## src/rtl/connect4_turn_controller.sv

```systemverilog
// rtl/connect4_turn_controller.sv - Connect4 move sequencer: legality check, landing cell, drop handshake, turn and fill tracking
// Optional feature macro: TURN_TIMEOUT_EN (forced turn pass after TIMEOUT_CYCLES idle cycles in WAIT)
module connect4_turn_controller #(
  parameter int NUM_ROWS       = 4,
  parameter bit FIRST_PLAYER   = 1'b0,
  parameter int TIMEOUT_CYCLES = 1000
) (
  input  logic       clk,
  input  logic       rst_n,
  input  logic       new_game,
  input  logic       sel_valid,
  input  logic [3:0] sel_column,
  output logic       drop_valid,
  input  logic       drop_ready,
  output logic [3:0] drop_position,
  output logic       drop_player,
  output logic       current_player,
  output logic [3:0] column_full,
  output logic       board_full,
  output logic       illegal_move,
  output logic       turn_timeout
);

  typedef enum logic [1:0] {
    S_WAIT    = 2'd0,
    S_ISSUE   = 2'd1,
    S_ADVANCE = 2'd2,
    S_DONE    = 2'd3
  } state_t;

  localparam logic [2:0] FULL_COUNT = 3'(NUM_ROWS);

  state_t     state;
  logic [2:0] fill [4];
  logic [1:0] col_q;

  logic       sel_legal;
  logic [1:0] sel_col;
  logic [3:0] fill_full;

`ifdef TURN_TIMEOUT_EN
  localparam int TW = (TIMEOUT_CYCLES > 1) ? $clog2(TIMEOUT_CYCLES) : 1;
  localparam logic [TW-1:0] IDLE_LAST = TW'(TIMEOUT_CYCLES - 1);

  logic [TW-1:0] idle_cnt;
  logic          timeout_q;

  assign turn_timeout = timeout_q;
`else
  assign turn_timeout = 1'b0;
`endif

  // Decode the active-low one-hot column code; any other pattern is illegal
  always_comb begin
    sel_legal = 1'b1;
    sel_col   = 2'd0;
    case (sel_column)
      4'b1110: sel_col = 2'd0;
      4'b1101: sel_col = 2'd1;
      4'b1011: sel_col = 2'd2;
      4'b0111: sel_col = 2'd3;
      default: sel_legal = 1'b0;
    endcase
  end

  // Live per-column full flags straight from the fill counters
  always_comb begin
    for (int c = 0; c < 4; c++) begin
      fill_full[c] = (fill[c] == FULL_COUNT);
    end
  end

  // Move sequencer: all state, counters and outputs registered here
  always_ff @(posedge clk) begin
    if (!rst_n || new_game) begin
      state          <= S_WAIT;
      for (int c = 0; c < 4; c++) begin
        fill[c] <= 3'd0;
      end
      col_q          <= 2'd0;
      current_player <= FIRST_PLAYER;
      drop_valid     <= 1'b0;
      drop_position  <= 4'd0;
      drop_player    <= 1'b0;
      illegal_move   <= 1'b0;
      column_full    <= 4'd0;
      board_full     <= 1'b0;
`ifdef TURN_TIMEOUT_EN
      idle_cnt       <= '0;
      timeout_q      <= 1'b0;
`endif
    end else begin
      illegal_move <= 1'b0;
`ifdef TURN_TIMEOUT_EN
      timeout_q    <= 1'b0;
`endif
      case (state)
        S_WAIT: begin
          if (sel_valid && sel_legal && !fill_full[sel_col]) begin
            // A legal press always beats a timeout landing in the same cycle
            col_q         <= sel_col;
            drop_position <= {fill[sel_col][1:0], sel_col};
            drop_player   <= current_player;
            drop_valid    <= 1'b1;
            state         <= S_ISSUE;
`ifdef TURN_TIMEOUT_EN
            idle_cnt      <= '0;
`endif
          end else begin
            if (sel_valid) begin
              illegal_move <= 1'b1;
            end
`ifdef TURN_TIMEOUT_EN
            // Illegal presses do not restart the idle count
            if (idle_cnt == IDLE_LAST) begin
              timeout_q      <= 1'b1;
              current_player <= ~current_player;
              idle_cnt       <= '0;
            end else begin
              idle_cnt <= idle_cnt + 1'b1;
            end
`endif
          end
        end

        S_ISSUE: begin
          // Presses here are dropped silently; position and player stay frozen
          if (drop_ready) begin
            if (fill[col_q] != FULL_COUNT) begin
              fill[col_q] <= fill[col_q] + 3'd1;
            end
            drop_valid <= 1'b0;
            state      <= S_ADVANCE;
          end
        end

        S_ADVANCE: begin
          // Counters already hold the completed drop, so full flags are current
          current_player <= ~current_player;
          column_full    <= fill_full;
          board_full     <= &fill_full;
`ifdef TURN_TIMEOUT_EN
          idle_cnt       <= '0;
`endif
          state          <= (&fill_full) ? S_DONE : S_WAIT;
        end

        S_DONE: begin
          state <= S_DONE;
        end

        default: begin
          state <= S_WAIT;
        end
      endcase
    end
  end

endmodule

```

## config.mk

```make
export PLATFORM = sky130hd
export DESIGN_NAME = connect4_turn_controller
export DESIGN_NICKNAME = d
export VERILOG_FILES = /design/src/rtl/connect4_turn_controller.sv
export SDC_FILE = /design/constraint.sdc
export NUM_CORES = 1
export LEC_CHECK = 0
export ABC_AREA = 1
export CAP_MARGIN = 15
export CORE_MARGIN = 4
export CORE_UTILIZATION = 30
export DETAILED_ROUTE_END_ITERATION = 12
export PLACE_DENSITY = 0.57
export SYNTH_ARGS = -nofsm -noshare
export SYNTH_HDL_FRONTEND = slang
export SYNTH_SLANG_ARGS = --single-unit
```

## constraint.sdc

```tcl
create_clock -name clk -period 2.8 [get_ports clk]
set_clock_uncertainty 0.1 [all_clocks]
set_input_delay 0.56 -clock clk [delete_from_list [all_inputs] [get_ports clk]]
set_output_delay 0.56 -clock clk [all_outputs]
set_load 0.005 [all_outputs]
```

==> metrics.md <==
| Metric | Value |
|---|---|
| Status | finished, final reports clean |
| Antenna diodes | 0 |
| RSZ-0062 raised after global routing | no |
| ANT nets after route | 0 |
| Setup_tns | 0 ns |
| Register bit total from synthesis | 29 |
| Net Count, Synth | 213 |
| RR Endpoint | fill[0][1]$_SDFFCE_PN0P_ |
| Yosys warning total | 0 |
| Vias in the first global route | 1317 |
| Post-synthesis instance area | 1570 um^2 |
| CTS tree | done |
| Worst Setup End Kind | flip-flop |
| Crit path buf inv count | 1 |
| Vias/cell | 4.43 |
| DRC errors left | 0 |
| Crit path max fanout | 9 |
| Fin. Hold Viols | 0 |
| Cells after Synth | 202 |
| Crit-path cells | nand2_1 -> a32oi_1 -> inv_1 -> ha_1 -> nand3_2 -> nand3_2 -> nor2_4 -> nand2_2 -> o21ai_1 |
| 1st-pass router iterations | 6 |
| Detailed-route via count | 1328 |
| Port-buffer cells | 21 |
| GR Overflow Total | 0 |
| Hold Crit Start | board_full$_SDFFE_PP0P_ |
| Share of cells above drive strength 1 | 12.6% |
| Data arrival, critical path | 2.17 ns |
| Final min period | 2.32 ns |
| Largest net degree at the start of global routing | 15 |
| Final #Nets | 240 |
| Crit path kind | reg -> reg |
| Sink Count | 29 |
| CP max stage delay | 0.53 ns |
| Startpoint types | flip-flop |
| Pwr dens | 470 nW/um^2 |
| Die Wd | 80.4 um |
| Routability cong. | 0.865 |
| WHS Path Cells | 2 |
| # setup viols final | 0 |
| Worst ir drop on vdd | 0.244 mV |
| Critical path depth in cells | 9 |
| I/O pin cnt | 23 |
| Top cells by area, synth | edfxtp_1 (23%), dfxtp_1 (22%), nand2_1 (9.3%), inv_1 (8.1%), nand3_1 (5.7%) |
| Clock root buffer | clkbuf_8 |
| Initial drt markers | 71 |
| Die area | 6460 um^2 |
| Initial core utilization | 30.8% |
| Hold_buf cts | 0 |
| Post-CTS setup buffer count | 0 |
| Clk pin slew, worst setup/hold paths | 0.07 ns |
| Post-Route WL | 3520 um |
| Post-synth top area share | 22.9% |
| Max-cap violations | 0 |
| Hpwl dp | 2710 um |
| Area Growth Syn to Fin | 24.1% |
| Cell family with most CP delay | compound AO/OA/AOI/OAI gates |
| Hold_ws | 0.368 ns |
| Sequential element share of the synthesized area | 44.6% |
| Syn Area/Cell | 7.79 um^2 |
| Flop-to-flop setup slack | 0.48 ns |
| First-pass GRT wire length | 6040 um |
| Crit path required time | 2.66 ns |
| Worst path slowest cell | dfxtp_1 |
| Die H | 80.4 um |
| Gr usage total | 12.3% |
| Cell taking the most area after synthesis | edfxtp_1 |
| H-tree levels | 2 |
| Slew Viols, Final | 0 |
| Relative slew slack | 67.1% |
| Worst Reg-to-Reg Cells | 9 |
| Yosys cell types | 27 |
| Top cell by count, worst path | nand3_2 |
| Placement Rows | 26 |
| Initial antenna violation count | 0 |
| Period Utilization, post-route | 82.8% |
| Leakage power | 0.818 nW |
| Post-CTS Resized | 0 |
| WL per Instance | 11.7 um |
| Worst-Margin Slew | 0.490 ns |
| Clk buf depth | 2 |
| Hold Crit Class | reg -> reg |
| TritonCTS Buffers | 5 |
| Clock latency at the later pin of the worst-skew pair | 0.29 ns |
| Peak Freq | 431 MHz |
| Area of the core | 5110 um^2 |
| Min-Delay Endpoint | board_full$_SDFFE_PP0P_ |
-- worst max path at each step --
stage,startpoint,endpoint
CTS,flip-flop,fill[0][1]$_SDFFCE_PN0P_
floorplan,flip-flop,fill[0][0]$_SDFFCE_PN0P_
detailed placement,rst_n,fill[0][0]$_SDFFCE_PN0P_
global placement,rst_n,fill[0][1]$_SDFFCE_PN0P_
global route,flip-flop,fill[0][1]$_SDFFCE_PN0P_
finish,flip-flop,fill[0][1]$_SDFFCE_PN0P_
-- final cells by class --
cell class / instances / area (um^2)
Fill cell: 541 / 3160
Multi-Input combinational cell: 134 / 712
Sequential cell: 29 / 701
Timing Repair Buffer: 23 / 225
Inverter: 36 / 138
Tap cell: 70 / 87.6
Clock buffer: 5 / 68.8
Clock inverter: 3 / 20.0
-- tightest hold or removal path, stage by stage (launching register included) --
cell and delay (ns):
dfxtp_1 0.31, nand2_1 0.06, a21oi_1 0.05
-- where the power goes --
| group | switching, mW | leakage, nW | internal (mW) | total, mW |
|---|---|---|---|---|
| sequential | 0.00852 | 0.271 | 0.451 | 0.459 |
| clock | 0.171 | 0.0450 | 0.175 | 0.346 |
| combinational | 0.0685 | 0.502 | 0.0442 | 0.113 |
-- flip-flops by register name, summed over array words and instances, names as in the netlist, named ones only --
register / flops
board_full: 1
fill: 12
illegal_move: 1
col_q: 2
drop_valid: 1
drop_player: 1
drop_position: 2
state: 2
column_full: 4
current_player: 1
-- cells in the final DEF, fill, tap and decap left out --
cell / synthesis / final
nand2_1: 39 / 39
inv_1: 34 / 34
nor2_1: 22 / 22
clkdlybuf4s50_1: 0 / 21
nand3_1: 18 / 18
dfxtp_1: 17 / 17
edfxtp_1: 12 / 12
a21oi_1: 11 / 11
nor3_1: 10 / 10
nand3_2: 7 / 7
o21ai_0: 5 / 5
clkbuf_8: 0 / 5
inv_4: 1 / 3
nand2_2: 3 / 3
a32oi_1: 2 / 2
nor2_4: 2 / 2
o21ai_1: 2 / 2
nand2_4: 2 / 2
nand3b_1: 2 / 2
ha_1: 2 / 2
buf_4: 3 / 2
o31ai_1: 1 / 1
xor2_1: 1 / 1
inv_2: 1 / 1
nand3b_4: 1 / 1
a21oi_2: 1 / 1
nor2_2: 1 / 1
nand4_1: 1 / 1
conb_1: 1 / 1
clkinvlp_4: 0 / 1
-- per-layer routing --
layer  share of wire [%]  global-route usage [%]
met1                  48                    15.0
met2                  44                    18.7
met3                 5.0                    3.48
met4                 3.6                    8.11
met5                   0                       0
-- cells in the mapped netlist --
cell,n
nor3_1,10
dfxtp_1,17
ha_1,2
a21oi_1,11
edfxtp_1,12
nand2_4,2
nand3_2,7
nor2_2,1
o21ai_0,5
inv_2,1
o31ai_1,1
xor2_1,1
inv_4,1
a32oi_1,2
nand3_1,18
a21oi_2,1
nand4_1,1
nand2_2,3
buf_4,3
nand2_1,39
nor2_4,2
nand3b_1,2
nand3b_4,1
o21ai_1,2
conb_1,1
inv_1,34
nor2_1,22
-- through the flow --
stage	utilization [%]	cell area, um^2	setup slack (ns)	cells	power [mW]
5_1_grt	38.2	1950	0.357	300	0.958
6_report	38.2	1950	0.481	300	0.918
2_1_floorplan	-	1570	0.668	202	0.542
3_5_place_dp	36.5	1860	0.452	292	0.581
4_1_cts	38.2	1950	0.493	300	0.930
3_3_place_gp	36.5	1860	0.512	292	0.582
-- kinds of logic (layout without fill, tap and decap cells) --
kind of cell    Yosys count  count (layout)  synth area share [%]
other cells               1               1                 0.238
xor+xnor                  1               1                 0.557
buf+inv                  39              67                  10.2
simple gates            108             108                  35.0
compound gates           22              22                  7.88
fa+ha+maj                 2               2                  1.59
flops                    29              29                  44.6
(Power assumes the default switching activity.)
